==> config.mk <==
export PLATFORM = sky130hd
export DESIGN_NAME = core_mem_arbiter
export DESIGN_NICKNAME = d
export VERILOG_FILES = /design/src/rtl/core_mem_arbiter.sv
export SDC_FILE = /design/constraint.sdc
export NUM_CORES = 1
export LEC_CHECK = 0
export BUFFER_PORTS_ARGS = -buffer_cell sky130_fd_sc_hd__clkbuf_2
export CORE_UTILIZATION = 40
export DETAILED_ROUTE_END_ITERATION = 8
export MAX_ROUTING_LAYER = met4
export PLACE_DENSITY = 0.74
export SYNTH_ARGS = -nofsm -noshare
export SYNTH_HDL_FRONTEND = slang
export SYNTH_SLANG_ARGS = --single-unit
==> constraint.sdc <==
create_clock -name clk -period 3.6 [get_ports clk]
set_clock_uncertainty 0.2 [all_clocks]
set_input_delay 0.72 -clock clk [delete_from_list [all_inputs] [get_ports clk]]
set_output_delay 0.72 -clock clk [all_outputs]
set_load 0.02 [all_outputs]
==> src/rtl/core_mem_arbiter.sv <==
// Shares one downstream dcache/memory port among NUM_REQ core request ports,
// one transaction at a time, with round-robin or fixed-priority selection.
module core_mem_arbiter #(
  parameter int NUM_REQ  = 2,
  parameter int ADDR_W   = 32,
  parameter int DATA_W   = 32,
  parameter int ARB_MODE = 0
) (
  input  logic                        clk,
  input  logic                        rst,
  input  logic [NUM_REQ-1:0]          req_valid_i,
  input  logic [NUM_REQ*ADDR_W-1:0]   req_addr_i,
  input  logic [NUM_REQ*DATA_W-1:0]   req_wdata_i,
  input  logic [NUM_REQ-1:0]          req_we_i,
  input  logic [NUM_REQ*DATA_W/8-1:0] req_sel_i,
  output logic [NUM_REQ-1:0]          req_ack_o,
  output logic [DATA_W-1:0]           req_rdata_o,
  output logic                        mem_req_o,
  output logic [ADDR_W-1:0]           mem_addr_o,
  output logic [DATA_W-1:0]           mem_wdata_o,
  output logic                        mem_we_o,
  output logic [DATA_W/8-1:0]         mem_sel_o,
  input  logic                        mem_ack_i,
  input  logic [DATA_W-1:0]           mem_rdata_i,
  input  logic                        flush_i,
  output logic [$clog2(NUM_REQ)-1:0]  grant_id_o,
  output logic                        busy_o
);

  localparam int ID_W  = $clog2(NUM_REQ);
  localparam int SEL_W = DATA_W / 8;

  typedef enum logic [1:0] {
    ST_IDLE = 2'd0,
    ST_BUSY = 2'd1,
    ST_RESP = 2'd2
  } state_t;

  state_t              r_state;
  logic [ID_W-1:0]     r_ptr;
  logic [ID_W-1:0]     r_grant;
  logic [NUM_REQ-1:0]  r_ack;
  logic [DATA_W-1:0]   r_rdata;
  logic                r_mem_req;
  logic [ADDR_W-1:0]   r_addr;
  logic [DATA_W-1:0]   r_wdata;
  logic                r_we;
  logic [SEL_W-1:0]    r_sel;
  logic                r_busy;

  logic [ADDR_W-1:0]   w_addr  [NUM_REQ];
  logic [DATA_W-1:0]   w_wdata [NUM_REQ];
  logic                w_we    [NUM_REQ];
  logic [SEL_W-1:0]    w_sel   [NUM_REQ];
  logic [ID_W-1:0]     w_start;
  logic [ID_W-1:0]     w_win_id;
  logic                w_win_vld;
  logic [ID_W-1:0]     w_ptr_nxt;
  logic [NUM_REQ-1:0]  w_ack_hot;

  for (genvar k = 0; k < NUM_REQ; k++) begin : g_unpack
    assign w_addr[k]  = req_addr_i[k*ADDR_W +: ADDR_W];
    assign w_wdata[k] = req_wdata_i[k*DATA_W +: DATA_W];
    assign w_we[k]    = req_we_i[k];
    assign w_sel[k]   = req_sel_i[k*SEL_W +: SEL_W];
  end

  // First set valid bit found scanning upward from start with wrap; MSB flags a hit.
  function automatic logic [ID_W:0] f_pick(input logic [NUM_REQ-1:0] valid,
                                           input logic [ID_W-1:0]    start);
    logic [ID_W:0]   res;
    logic [ID_W-1:0] idx;
    res = '0;
    for (int i = 0; i < NUM_REQ; i++) begin
      idx = ID_W'((int'(start) + i) % NUM_REQ);
      res = (valid[idx] && !res[ID_W]) ? {1'b1, idx} : res;
    end
    return res;
  endfunction

  // Fixed priority always scans from index 0 so the lowest live index wins.
  always_comb begin
    w_start               = (ARB_MODE == 1) ? '0 : r_ptr;
    {w_win_vld, w_win_id} = f_pick(req_valid_i, w_start);
    w_ptr_nxt             = ID_W'((int'(w_win_id) + 1) % NUM_REQ);
    w_ack_hot             = {{(NUM_REQ-1){1'b0}}, 1'b1} << r_grant;
  end

  // Grant/serve/respond sequencer; request contents are captured only at grant.
  always_ff @(posedge clk or posedge rst) begin
    if (rst) begin
      r_state   <= ST_IDLE;
      r_ptr     <= '0;
      r_grant   <= '0;
      r_ack     <= '0;
      r_rdata   <= '0;
      r_mem_req <= 1'b0;
      r_addr    <= '0;
      r_wdata   <= '0;
      r_we      <= 1'b0;
      r_sel     <= '0;
      r_busy    <= 1'b0;
    end else begin
      case (r_state)
        ST_IDLE: begin
          r_ack <= '0;
          if (w_win_vld && !flush_i) begin
            r_addr    <= w_addr[w_win_id];
            r_wdata   <= w_wdata[w_win_id];
            r_we      <= w_we[w_win_id];
            r_sel     <= w_sel[w_win_id];
            r_grant   <= w_win_id;
            r_ptr     <= (ARB_MODE == 0) ? w_ptr_nxt : r_ptr;
            r_mem_req <= 1'b1;
            r_busy    <= 1'b1;
            r_state   <= ST_BUSY;
          end
        end
        ST_BUSY: begin
          if (mem_ack_i) begin
            r_rdata   <= mem_rdata_i;
            r_ack     <= w_ack_hot;
            r_mem_req <= 1'b0;
            r_state   <= ST_RESP;
          end
        end
        // One dead cycle lets the acked requestor drop its valid before re-arbitration.
        ST_RESP: begin
          r_ack   <= '0;
          r_busy  <= 1'b0;
          r_state <= ST_IDLE;
        end
        default: begin
          r_ack     <= '0;
          r_mem_req <= 1'b0;
          r_busy    <= 1'b0;
          r_state   <= ST_IDLE;
        end
      endcase
    end
  end

  assign req_ack_o   = r_ack;
  assign req_rdata_o = r_rdata;
  assign mem_req_o   = r_mem_req;
  assign mem_addr_o  = r_addr;
  assign mem_wdata_o = r_wdata;
  assign mem_we_o    = r_we;
  assign mem_sel_o   = r_sel;
  assign grant_id_o  = r_grant;
  assign busy_o      = r_busy;

endmodule

==> summary.md <==
| Metric | Value |
|---|---|
| Leakage power | `3.37 nW` |
| RSZ-0062 raised after global routing | `no` |
| Synth area leaders | `dfrtp_1 (56%), a221o_2 (7.9%), mux2_2 (7.4%)` |
| Die Area | `12600 um2` |
| FF-to-FF path depth | `4` |
| Yosys warning count | `0` |
| Port buffer count | `281` |
| Die height | `112 um` |
| Synth Register Bits | `109` |
| Mapped Cells | `416` |
| Mean Syn Cell Area | `11.6 um2` |
| Starting Density | `0.417` |
| Net Sw Frac | `0.391` |
| Max Cap Viol | `0` |
| # rows | `39` |
| Failing checks | `design-rule violations` |
| Core footprint | `11600 um2` |
| F_max | `412 MHz` |
| Hold buffers post-CTS | `0` |
| Layout cell share with drive strength beyond 1 | `0.557` |
| VDD IR max | `0.439 mV` |
| Critical R2R Launch | `r_state[1]` |
| Switching pwr | `2.03 mW` |
| Final setup fails | `0` |
| Final Power | `5.18 mW` |
| Startpoint Class | `register` |
| Setup_tns | `0 ps` |
| Layout area overhead | `35.6%` |
| Final layout net count | `850` |
| Slew Viols, Final | `0` |
| Gpl congestion | `0.817` |
| Sequential fraction of the synthesis area | `0.563` |
| Worst path arrival time | `2510 ps` |
| Status | `finished, violations left` |
| Cell Pwr Density | `789 nW/um2` |
| Post-DR wirelength/cell | `17.0 um` |
| Final cell count without fillers | `822` |
| Fraction of power consumed by sequential logic | `0.394` |
| Post-placement cell count | `806` |
| Post-layout min period | `2430 ps` |
| Setup crit end kind | `register` |
| Final WS setup | `1170 ps` |
| Initial antenna violation count | `0` |
| Comb power frac | `0.411` |
| Synth top area share | `0.563` |
| Die Width | `112 um` |
| Final Cycle Share | `0.674` |
| Clock sink total | `109` |
| Worst-Margin Slew | `895 ps` |
| Mapped cell area | `4850 um2` |
| Max Root-Sink Buffers | `2` |
| HP Start | `mem_req_o` |
| Clock group share of total power | `0.195` |
| P_int | `3.16 mW` |
| Hold Path Sink | `mem_req_o` |
| Reg2reg end | `mem_addr_o[16]` |
| Synthesized net count | `592` |
| Clock Pin Slew Worst Setup and Hold Paths | `70 ps` |
| DRC errors left | `13` |
| Worst-Skew Late Latency | `350 ps` |
| Dpl ws | `851 ps` |
| Largest net degree at the start of global routing | `71` |
| # Post-CTS Setup Buffers | `0` |
| Antenna-violating nets left | `0` |
| Via-to-Cell Ratio | `5.27` |
| Util after Layout | `0.566` |
| Kind of critical path | `reg2reg` |
| Routed wire length | `13.9 mm` |
| First-pass GRT wire length | `22.6 mm` |
| Final antenna diode count | `0` |
| H-tree depth | `3` |
| Total vias in the final route | `4330` |
| Hold WC Path Type | `reg2reg` |
| Clk root buf | `clkbuf_16` |
| Yosys top cell by area | `dfrtp_1` |
| CTS tree | `built` |
| Grt ovf | `0` |
| Count of different cell masters after synthesis | `23` |
| Hold Path Stages | `2` |
| IO Count | `282` |
| CP Data Required Time | `3680 ps` |
| CTS Buf Count | `9` |
| Pre-Repair DR Iteration Count | `6` |
| Total GRT Usage | `0.236` |
| Vias in the first global route | `4532` |
| Post-detail-place hpwl | `10.1 mm` |
| Worst R2R Setup Slack | `1170 ps` |
| Final Hold Viols | `0` |
| Post_cts resized | `0` |
| Slew HR | `0.402` |
| DR iter-0 viols | `228` |
| Crit Path Max Fanout | `42` |
[flip-flops by register name, summed over array words and instances (netlist names)]
signal,flops
req_ack_o,2
busy_o,1
r_ptr,1
mem_we_o,1
mem_sel_o,4
req_rdata_o,32
mem_req_o,1
r_state,2
grant_id_o,1
mem_addr_o,32
mem_wdata_o,32
[cell usage in the layout, fill, tap and decap left out, drive strengths merged]
cell / netlist / layout
clkbuf: 12 / 290
a221o: 69 / 69
nor2: 2 / 2
nand2: 72 / 72
or3: 1 / 1
mux2i: 2 / 2
inv: 5 / 7
nor3: 70 / 70
clkinvlp: 0 / 4
and3: 1 / 1
mux2: 32 / 32
dfrtp: 109 / 109
nor2b: 1 / 1
bufinv: 0 / 1
buf: 31 / 9
nand3b: 1 / 1
a21oi: 2 / 2
nor3b: 1 / 1
o21ai: 4 / 4
nand2b: 1 / 1
[layer usage]
metal | up-vias | track usage | share of wire
li1 | 2050 | - | -
met4 | 0 | 0.0818 | 0.022
met2 | 171 | 0.393 | 0.51
met5 | - | - | 0
met3 | 22 | 0.0556 | 0.058
met1 | 2087 | 0.281 | 0.41
[critical path, cell delays in order, from the launching register on]
cell and delay [ps]:
dfrtp_1 440, nor3_2 290, and3_2 790, buf_4 430
a221o_2 210
[cell type report]
type                            instances  area (um2)
Sequential cell                       109        2730
Tap cell                              143         179
Fill cell                            1013        5040
Clock inverter                          7        81.3
Clock buffer                            9         225
Timing Repair Buffer                  290        1500
Multi-Input combinational cell        259        1840
Inverter                                5        22.5
[how the worst max path moves through the flow]
stage	start	endpoint	slack (ps)	depth (start not counted)
after floorplan	rst	busy_o	1360	1
after global placement	flush_i	mem_addr_o[22]	920	5
after detailed placement	flush_i	mem_addr_o[27]	850	5
after CTS	r_state[1]	mem_addr_o[16]	1150	4
after global routing	r_state[1]	mem_addr_o[26]	1060	4
final	r_state[1]	mem_addr_o[16]	1170	4
[cell families after synthesis]
family | synth area share
muxes | 0.0785
buffers and inverters | 0.0622
DFF | 0.563
and+or+nand+nor | 0.139
AOI/OAI and AO/OA | 0.158
[power groups by stage]
stage,sequential (mW),combinational [mW],clock [mW]
final,2.04,2.13,1.01
after global routing,2.10,2.27,1.09
after CTS,2.04,2.16,1.04
after detailed placement,2.04,2.16,0
after global placement,2.03,2.12,0
after floorplan,2.63,0.772,0
[cell usage after synthesis, drive strengths merged]
master and n:
o21ai 4, mux2i 2, a221o 69, nand2b 1
nor2b 1, or3 1, dfrtp 109, nand2 72
and3 1, a21oi 2, nor3b 1, mux2 32
inv 5, nor3 70, nand3b 1, nor2 2
clkbuf 12, buf 31
[stage by stage]
| stage | hold slack [ps] | cell area [um2] |
|---|---|---|
| final | 292 | 6570 |
| after global routing | 323 | 6570 |
| after CTS | 295 | 6570 |
| after detailed placement | 279 | 6270 |
| after global placement | 266 | 6270 |
| after floorplan | 308 | 4850 |
(Power assumes the default switching activity.)
